===== config.mk =====
export PLATFORM = sky130hd
export DESIGN_NAME = adc_capture_sequencer
export DESIGN_NICKNAME = d
export VERILOG_FILES = /design/src/rtl/adc_capture_sequencer.sv
export SDC_FILE = /design/constraint.sdc
export NUM_CORES = 1
export LEC_CHECK = 0
export ABC_AREA = 1
export CAP_MARGIN = 20
export CORE_MARGIN = 4
export CORE_UTILIZATION = 45
export CTS_CLUSTER_SIZE = 40
export DETAILED_ROUTE_END_ITERATION = 16
export PLACE_DENSITY = 0.67
export RECOVER_POWER = 100
export SLEW_MARGIN = 20
export SYNTH_ARGS = -nofsm -noshare
export SYNTH_HDL_FRONTEND = slang
export SYNTH_SLANG_ARGS = --single-unit
export TNS_END_PERCENT = 50

===== constraint.sdc =====
create_clock -name clk_i -period 3.5 [get_ports clk_i]
set_clock_uncertainty 0.2 [all_clocks]
set_input_delay 0.35 -clock clk_i [delete_from_list [all_inputs] [get_ports clk_i]]
set_output_delay 0.35 -clock clk_i [all_outputs]
set_load 0.005 [all_outputs]

===== src/rtl/adc_capture_sequencer.sv =====
// adc_capture_sequencer
// Arm/trigger/capture sequencer for the ADC sample path, running entirely in the
// ADC sample clock domain. It qualifies the trigger, waits a programmable
// post-trigger delay, then gives the DDR capture writer a clean go/valid window
// of exactly N samples and reports done/status.
//
// Optional feature macro: ADC_CAPTURE_TIMEOUT_EN
//   When defined, adds timeout_i / timed_out_o. ARMED then self-triggers after a
//   programmable number of cycles. When undefined, ARMED waits indefinitely.
module adc_capture_sequencer #(
    parameter int CNT_W     = 32,
    parameter int TIMEOUT_W = 24
) (
    input  logic                 clk_i,
    input  logic                 reset_n_i,
    input  logic                 arm_i,
    input  logic                 abort_i,
    input  logic                 trig_i,
    input  logic                 trig_mode_i,
    input  logic                 trig_wait_i,
    input  logic [CNT_W-1:0]     delay_i,
    input  logic [CNT_W-1:0]     samples_i,
    input  logic                 ddr_stop_i,
`ifdef ADC_CAPTURE_TIMEOUT_EN
    input  logic [TIMEOUT_W-1:0] timeout_i,
    output logic                 timed_out_o,
`endif
    output logic                 capture_go_o,
    output logic                 sample_valid_o,
    output logic                 armed_o,
    output logic                 busy_o,
    output logic                 done_o,
    output logic                 stopped_early_o,
    output logic [CNT_W-1:0]     sample_cnt_o
);

    typedef enum logic [2:0] {
        IDLE,
        WAIT_INACT,
        ARMED,
        DELAY,
        CAPTURE,
        DONE
    } state_t;

    state_t           state;
    state_t           state_next;

    logic             mode_lat;
    logic [CNT_W-1:0] delay_lat;
    logic [CNT_W-1:0] last_idx;
    logic [CNT_W-1:0] delay_cnt;
    logic [CNT_W-1:0] sample_cnt;

    logic             trig_act;
    logic             fire;
    logic             arm_accept;
    logic             last_sample;

    // Reject degenerate widths at elaboration time
    if (CNT_W < 1 || TIMEOUT_W < 1) begin : g_bad_width
        $error("adc_capture_sequencer: CNT_W and TIMEOUT_W must be at least 1");
    end

    // Trigger polarity uses the mode captured at arm time, not the live input
    assign trig_act     = (trig_i == mode_lat);
    // Abort beats a coincident arm, and arm is only honoured from IDLE
    assign arm_accept   = (state == IDLE) && arm_i && !abort_i;
    // The sample presented on this edge is the last one of the run
    assign last_sample  = (sample_cnt == last_idx);
    assign sample_cnt_o = sample_cnt;

`ifdef ADC_CAPTURE_TIMEOUT_EN
    logic [TIMEOUT_W-1:0] timeout_lat;
    logic [TIMEOUT_W-1:0] timer;
    logic                 timeout_hit;

    // Timer holds the number of the current ARMED cycle (1 on the first edge after entry)
    assign timeout_hit = (state == ARMED) && (timeout_lat != '0) && (timer == timeout_lat);
    assign fire        = trig_act || timeout_hit;

    // Auto-trigger timer: restarts on every ARMED entry, saturates, flags a timeout-driven start
    always_ff @(posedge clk_i or negedge reset_n_i) begin
        if (!reset_n_i) begin
            timeout_lat <= '0;
            timer       <= '0;
            timed_out_o <= 1'b0;
        end else begin
            if (arm_accept) begin
                timeout_lat <= timeout_i;
                timed_out_o <= 1'b0;
            end
            if ((state_next == ARMED) && (state != ARMED)) begin
                timer <= TIMEOUT_W'(1);
            end else if ((state == ARMED) && (timer != '1)) begin
                timer <= timer + TIMEOUT_W'(1);
            end
            if (timeout_hit && !trig_act && !abort_i) begin
                timed_out_o <= 1'b1;
            end
        end
    end
`else
    assign fire = trig_act;
`endif

    // FSM state register
    always_ff @(posedge clk_i or negedge reset_n_i) begin
        if (!reset_n_i) begin
            state <= IDLE;
        end else begin
            state <= state_next;
        end
    end

    // Next-state logic; abort overrides every other transition
    always_comb begin
        state_next = state;
        if (abort_i) begin
            state_next = IDLE;
        end else begin
            case (state)
                IDLE: begin
                    if (arm_i) begin
                        if (trig_wait_i && (trig_i == trig_mode_i)) begin
                            state_next = WAIT_INACT;
                        end else begin
                            state_next = ARMED;
                        end
                    end
                end
                WAIT_INACT: begin
                    if (!trig_act) begin
                        state_next = ARMED;
                    end
                end
                ARMED: begin
                    if (fire) begin
                        if (delay_lat == '0) begin
                            state_next = CAPTURE;
                        end else begin
                            state_next = DELAY;
                        end
                    end
                end
                DELAY: begin
                    if (delay_cnt == '0) begin
                        state_next = CAPTURE;
                    end
                end
                CAPTURE: begin
                    if (last_sample || ddr_stop_i) begin
                        state_next = DONE;
                    end
                end
                DONE: begin
                    state_next = IDLE;
                end
                default: begin
                    state_next = IDLE;
                end
            endcase
        end
    end

    // Registered status outputs, decoded from the next state so they align with it
    always_ff @(posedge clk_i or negedge reset_n_i) begin
        if (!reset_n_i) begin
            capture_go_o   <= 1'b0;
            sample_valid_o <= 1'b0;
            armed_o        <= 1'b0;
            busy_o         <= 1'b0;
            done_o         <= 1'b0;
        end else begin
            capture_go_o   <= (state_next == CAPTURE);
            sample_valid_o <= (state_next == CAPTURE);
            armed_o        <= (state_next == WAIT_INACT) || (state_next == ARMED);
            busy_o         <= (state_next != IDLE);
            done_o         <= (state_next == DONE);
        end
    end

    // Run configuration snapshot taken when an arm is accepted; N of 0 behaves as 1
    always_ff @(posedge clk_i or negedge reset_n_i) begin
        if (!reset_n_i) begin
            mode_lat  <= 1'b0;
            delay_lat <= '0;
            last_idx  <= '0;
        end else if (arm_accept) begin
            mode_lat  <= trig_mode_i;
            delay_lat <= delay_i;
            last_idx  <= (samples_i == '0) ? '0 : (samples_i - CNT_W'(1));
        end
    end

    // Post-trigger delay counter: loaded with delay-1 on trigger, counts down to 0
    always_ff @(posedge clk_i or negedge reset_n_i) begin
        if (!reset_n_i) begin
            delay_cnt <= '0;
        end else if ((state == ARMED) && (state_next == DELAY)) begin
            delay_cnt <= delay_lat - CNT_W'(1);
        end else if ((state == DELAY) && (state_next == DELAY)) begin
            delay_cnt <= delay_cnt - CNT_W'(1);
        end
    end

    // Sample counter and early-stop flag; both cleared on arm, held through abort
    always_ff @(posedge clk_i or negedge reset_n_i) begin
        if (!reset_n_i) begin
            sample_cnt      <= '0;
            stopped_early_o <= 1'b0;
        end else if (arm_accept) begin
            sample_cnt      <= '0;
            stopped_early_o <= 1'b0;
        end else if ((state == CAPTURE) && !abort_i) begin
            sample_cnt <= sample_cnt + CNT_W'(1);
            if (ddr_stop_i && !last_sample) begin
                stopped_early_o <= 1'b1;
            end
        end
    end

endmodule


==> flow_summary.ini <==
[routing]
num_vias = 7976
route.detailed.drc = 0
ant_nets = 0
met2_length_mm = 10.70
dr.pass1.iters = 6
dr.max_layer_used = met5
met1_length_mm = 10.36
met3_length_mm = 1.238
wire_per_inst_um = 14.57
drt_iter0_drc = 573
routed_wl_mm = 22.69
vias_per_cell = 5.123

[cts]
path_clk_slew_ps = 60
htreeDepth = 4
tritoncts = built
clockBufferDepth = 2
clock-sinks = 137
cts_buffers = 17
clk_latency_ps = 430
cts_root_buf = clkbuf_16

[placed_design]
gp_congestion = 0.9033
dp_hpwl_mm = 16.85
port_buffers = 109
place_ws_ps = 62.63

[grt]
grt_usage_pct = 21.66
grt_pass1_vias = 7725
gr-total-overflow = 0
grt_pass1_wl_mm = 37.63
antenna_found_initial = 1
grt_max_degree = 100

[timing]
setup_viol_count_final = 0
worst_slew_pin_slew_ps = 2521
finalCritPeriodShare_pct = 92.90
rsz0062_at_grt = no
maxSlewHeadroom_pct = -68.07
hold_viol = 0
period_minus_slack_ps = 3252
timing.final.ws_setup_ps = 248.5
slew_violations = 99
fin_setup_tns_ps = 0
timing.fmax_mhz = 307.5
fin_hold_ws_ps = 277.4

[logic_synthesis]
yosysWarningCount = 0
synth_top_family_by_area = simple AND/OR/NAND/NOR gates
yosys.area_share.simple_pct = 34.70
synth_fp_nets = 1262
ys_types = 40
synth_compound_area_share_pct = 9.177
synth_area_leaders = dfrtp_1 40%, nand2_1 17%, inv_1 5.9%
synthCells = 1187
synth.avg_cell_area_um2 = 7.145
ys_seq_area_share_pct = 40.42
synthMuxAreaShare_pct = 0
synth_top_area_share_pct = 40.42
synth_top_cell_by_area = dfrtp_1
ys_seq_elements = 137
synth_area_um2 = 8481
synth_xor_area_share_pct = 6.300
synth-adder-area-share_pct = 0.4426

[hold_path]
hold_path_class = reg2reg
hp-start = delay_cnt[26]$_DFFE_PN0P_
whs_path_depth = 2
worstHoldEndpoint = delay_cnt[26]$_DFFE_PN0P_

[critical_path]
startpoint = delay_cnt[21]$_DFFE_PN0P_
reg2reg_depth = 19
worst_setup_path_end_kind = register
r2r-start = delay_cnt[21]$_DFFE_PN0P_
crit_arrival_ps = 3370
cp.required_ps = 3610
regToRegSetupSlack_ps = 250
critPathLaunchType = register
critical_path.max_fanout = 32
r2r-end = delay_cnt[17]$_DFFE_PN0P_
path_class = reg2reg

[die]
die_w_um = 145.3
design.die.area_um2 = 21110
start_util_pct = 46.42
core_area_um2 = 18270
row_count = 49
die_h_um = 145.3
io_pins = 110

[power]
sw_frac_of_total_pct = 42.05
power_uw = 7534
combPwrFrac_pct = 44.0
p_clk_share_pct = 23.6
p_int_uw = 4365
seqPwrFrac_pct = 32.5
ir_drop_mv = 0.3241
switchingPower_uw = 3168
p_per_area_nw_per_um2 = 715.9
p_leak_uw = 0.004956

[outcome]
violations = max-capacitance violations, max-slew violations
status = finished, violations left

[layout]
synthToLayoutAreaGrowth_pct = 24.08
drive_above_1_share_pct = 8.886
nNetsFinal = 1390
n_antenna_cell = 0

[flow_run]
cap_violations = 1
-- routing by layer --
layer / global-route usage (%) / vias up
li1: - / 4055
met1: 28.67 / 3688
met2: 35.80 / 193
met3: 5.114 / 38
met4: 5.935 / 2
met5: 0 / -
-- cells in the mapped netlist --
| master | count |
|---|---|
| xor2_1 | 27 |
| o21a_1 | 3 |
| nand3b_1 | 12 |
| inv_2 | 11 |
| buf_6 | 6 |
| nor4_1 | 8 |
| nand3_1 | 48 |
| o21bai_1 | 1 |
| nand3_4 | 1 |
| nor2_1 | 122 |
| clkinv_1 | 1 |
| o41ai_1 | 1 |
| nor4_4 | 2 |
| dfrtp_1 | 137 |
| a211oi_1 | 2 |
| buf_8 | 1 |
| nand4_1 | 43 |
| clkbuf_1 | 19 |
| nor2_4 | 5 |
| buf_4 | 3 |
| o31ai_1 | 1 |
| ha_1 | 3 |
| nand2_1 | 373 |
| buf_1 | 1 |
| a21oi_1 | 28 |
| nor3_1 | 19 |
| nor3_2 | 6 |
| o22ai_1 | 11 |
| nor2_2 | 13 |
| nand3_2 | 1 |
| a31oi_1 | 6 |
| nand2_4 | 2 |
| inv_1 | 133 |
| xnor2_1 | 34 |
| buf_2 | 7 |
| o21ai_1 | 6 |
| o221a_2 | 3 |
| nand2_2 | 8 |
| o21ai_2 | 3 |
| o21ai_0 | 76 |
-- cells by family (layout without fill, tap and decap cells) --
group | count (synthesis) | after routing
AO/OA/AOI/OAI | 141 | 141
XOR/XNOR | 61 | 61
adder cells (fa/ha/maj) | 3 | 3
buffers and inverters | 182 | 323
flip-flops | 137 | 137
AND/OR/NAND/NOR | 663 | 663
-- cells in the final DEF (no fill, tap or decap), drive strengths merged, types with 2 or more instances in the layout --
master	instances
ha	3
a31oi	6
nand3b	12
inv	147
dlygate4sd3	28
o22ai	11
buf	24
xnor2	34
nor3	25
o221a	3
o21ai	85
nand3	50
dfrtp	137
clkinvlp	2
xor2	27
a21oi	28
nand2	383
nand4	43
bufinv	2
a211oi	2
o21a	3
clkinv	7
clkdlybuf4s50	81
clkbuf	32
nor2	140
nor4	10
-- layout make-up --
class	instances	area [um^2]
Clock buffer	19	432.9
Clock inverter	13	146.4
Fill cell	1749	7747
Inverter	145	544.3
Multi-Input combinational cell	868	4317
Sequential cell	137	3428
Tap cell	229	286.5
Timing Repair Buffer	146	1368
-- registers in the layout, indices dropped and copies added (netlist names) --
signal / cells
armed_o: 1
delay_lat: 32
stopped_early_o: 1
done_o: 1
last_idx: 32
delay_cnt: 32
busy_o: 1
sample_valid_o: 1
state: 3
sample_cnt_o: 32
mode_lat: 1
-- worst max-delay path, cell delays in order, from the launching register on --
cell and delay [ps]:
dfrtp_1 400, nor2_1 140, nand3_1 90, nor2_1 170, nand2_1 140, o21ai_1 200
nand2_1 80, nor2_2 150, nand2_4 130, nand3_4 120, buf_12 200, nand2_1 70
nand2_1 130, nand2_2 100, nor2_2 160, nand2_4 120, nor2_4 250, nand3b_1 120
nand3_1 100, nand2_1 60
-- stage by stage --
step	cells	util (%)	cell area, um^2
4_1_cts	1554	57.64	10530
6_report	1557	57.59	10520
3_3_place_gp	1521	54.42	9942
5_1_grt	1557	57.59	10520
2_1_floorplan	1187	-	8481
3_5_place_dp	1521	54.42	9942
-- power groups by stage --
stage | Clock (uW) | Sequential [uW] | Combinational, uW
finish | 1770 | 2440 | 3310
global route | 1870 | 2510 | 3770
CTS | 1800 | 2440 | 3230
detailed placement | 0 | 2460 | 3200
global placement | 0 | 2450 | 3160
floorplan | 0 | 2390 | 2440
-- timing repair --
action | 4_1_cts | 5_1_grt
setup buffers | 0 | 3
endpoints found under the hold margin | 98 | 0
resized for setup | 0 | 17
hold buffers | 1 | 0
setup endpoints to repair | 0 | 25
-- how the worst max path moves through the flow --
| stage | to | slack [ps] | depth (start not counted) |
|---|---|---|---|
| finish | delay_cnt[17]$_DFFE_PN0P_ | 250 | 19 |
| global placement | delay_cnt[17]$_DFFE_PN0P_ | 140 | 18 |
| floorplan | delay_cnt[30]$_DFFE_PN0P_ | 790 | 24 |
| CTS | delay_cnt[30]$_DFFE_PN0P_ | 140 | 23 |
| global route | sample_cnt_o[31]$_DFFE_PN0P_ | 7 | 17 |
| detailed placement | delay_cnt[30]$_DFFE_PN0P_ | 60 | 20 |
(Power assumes the default switching activity.)
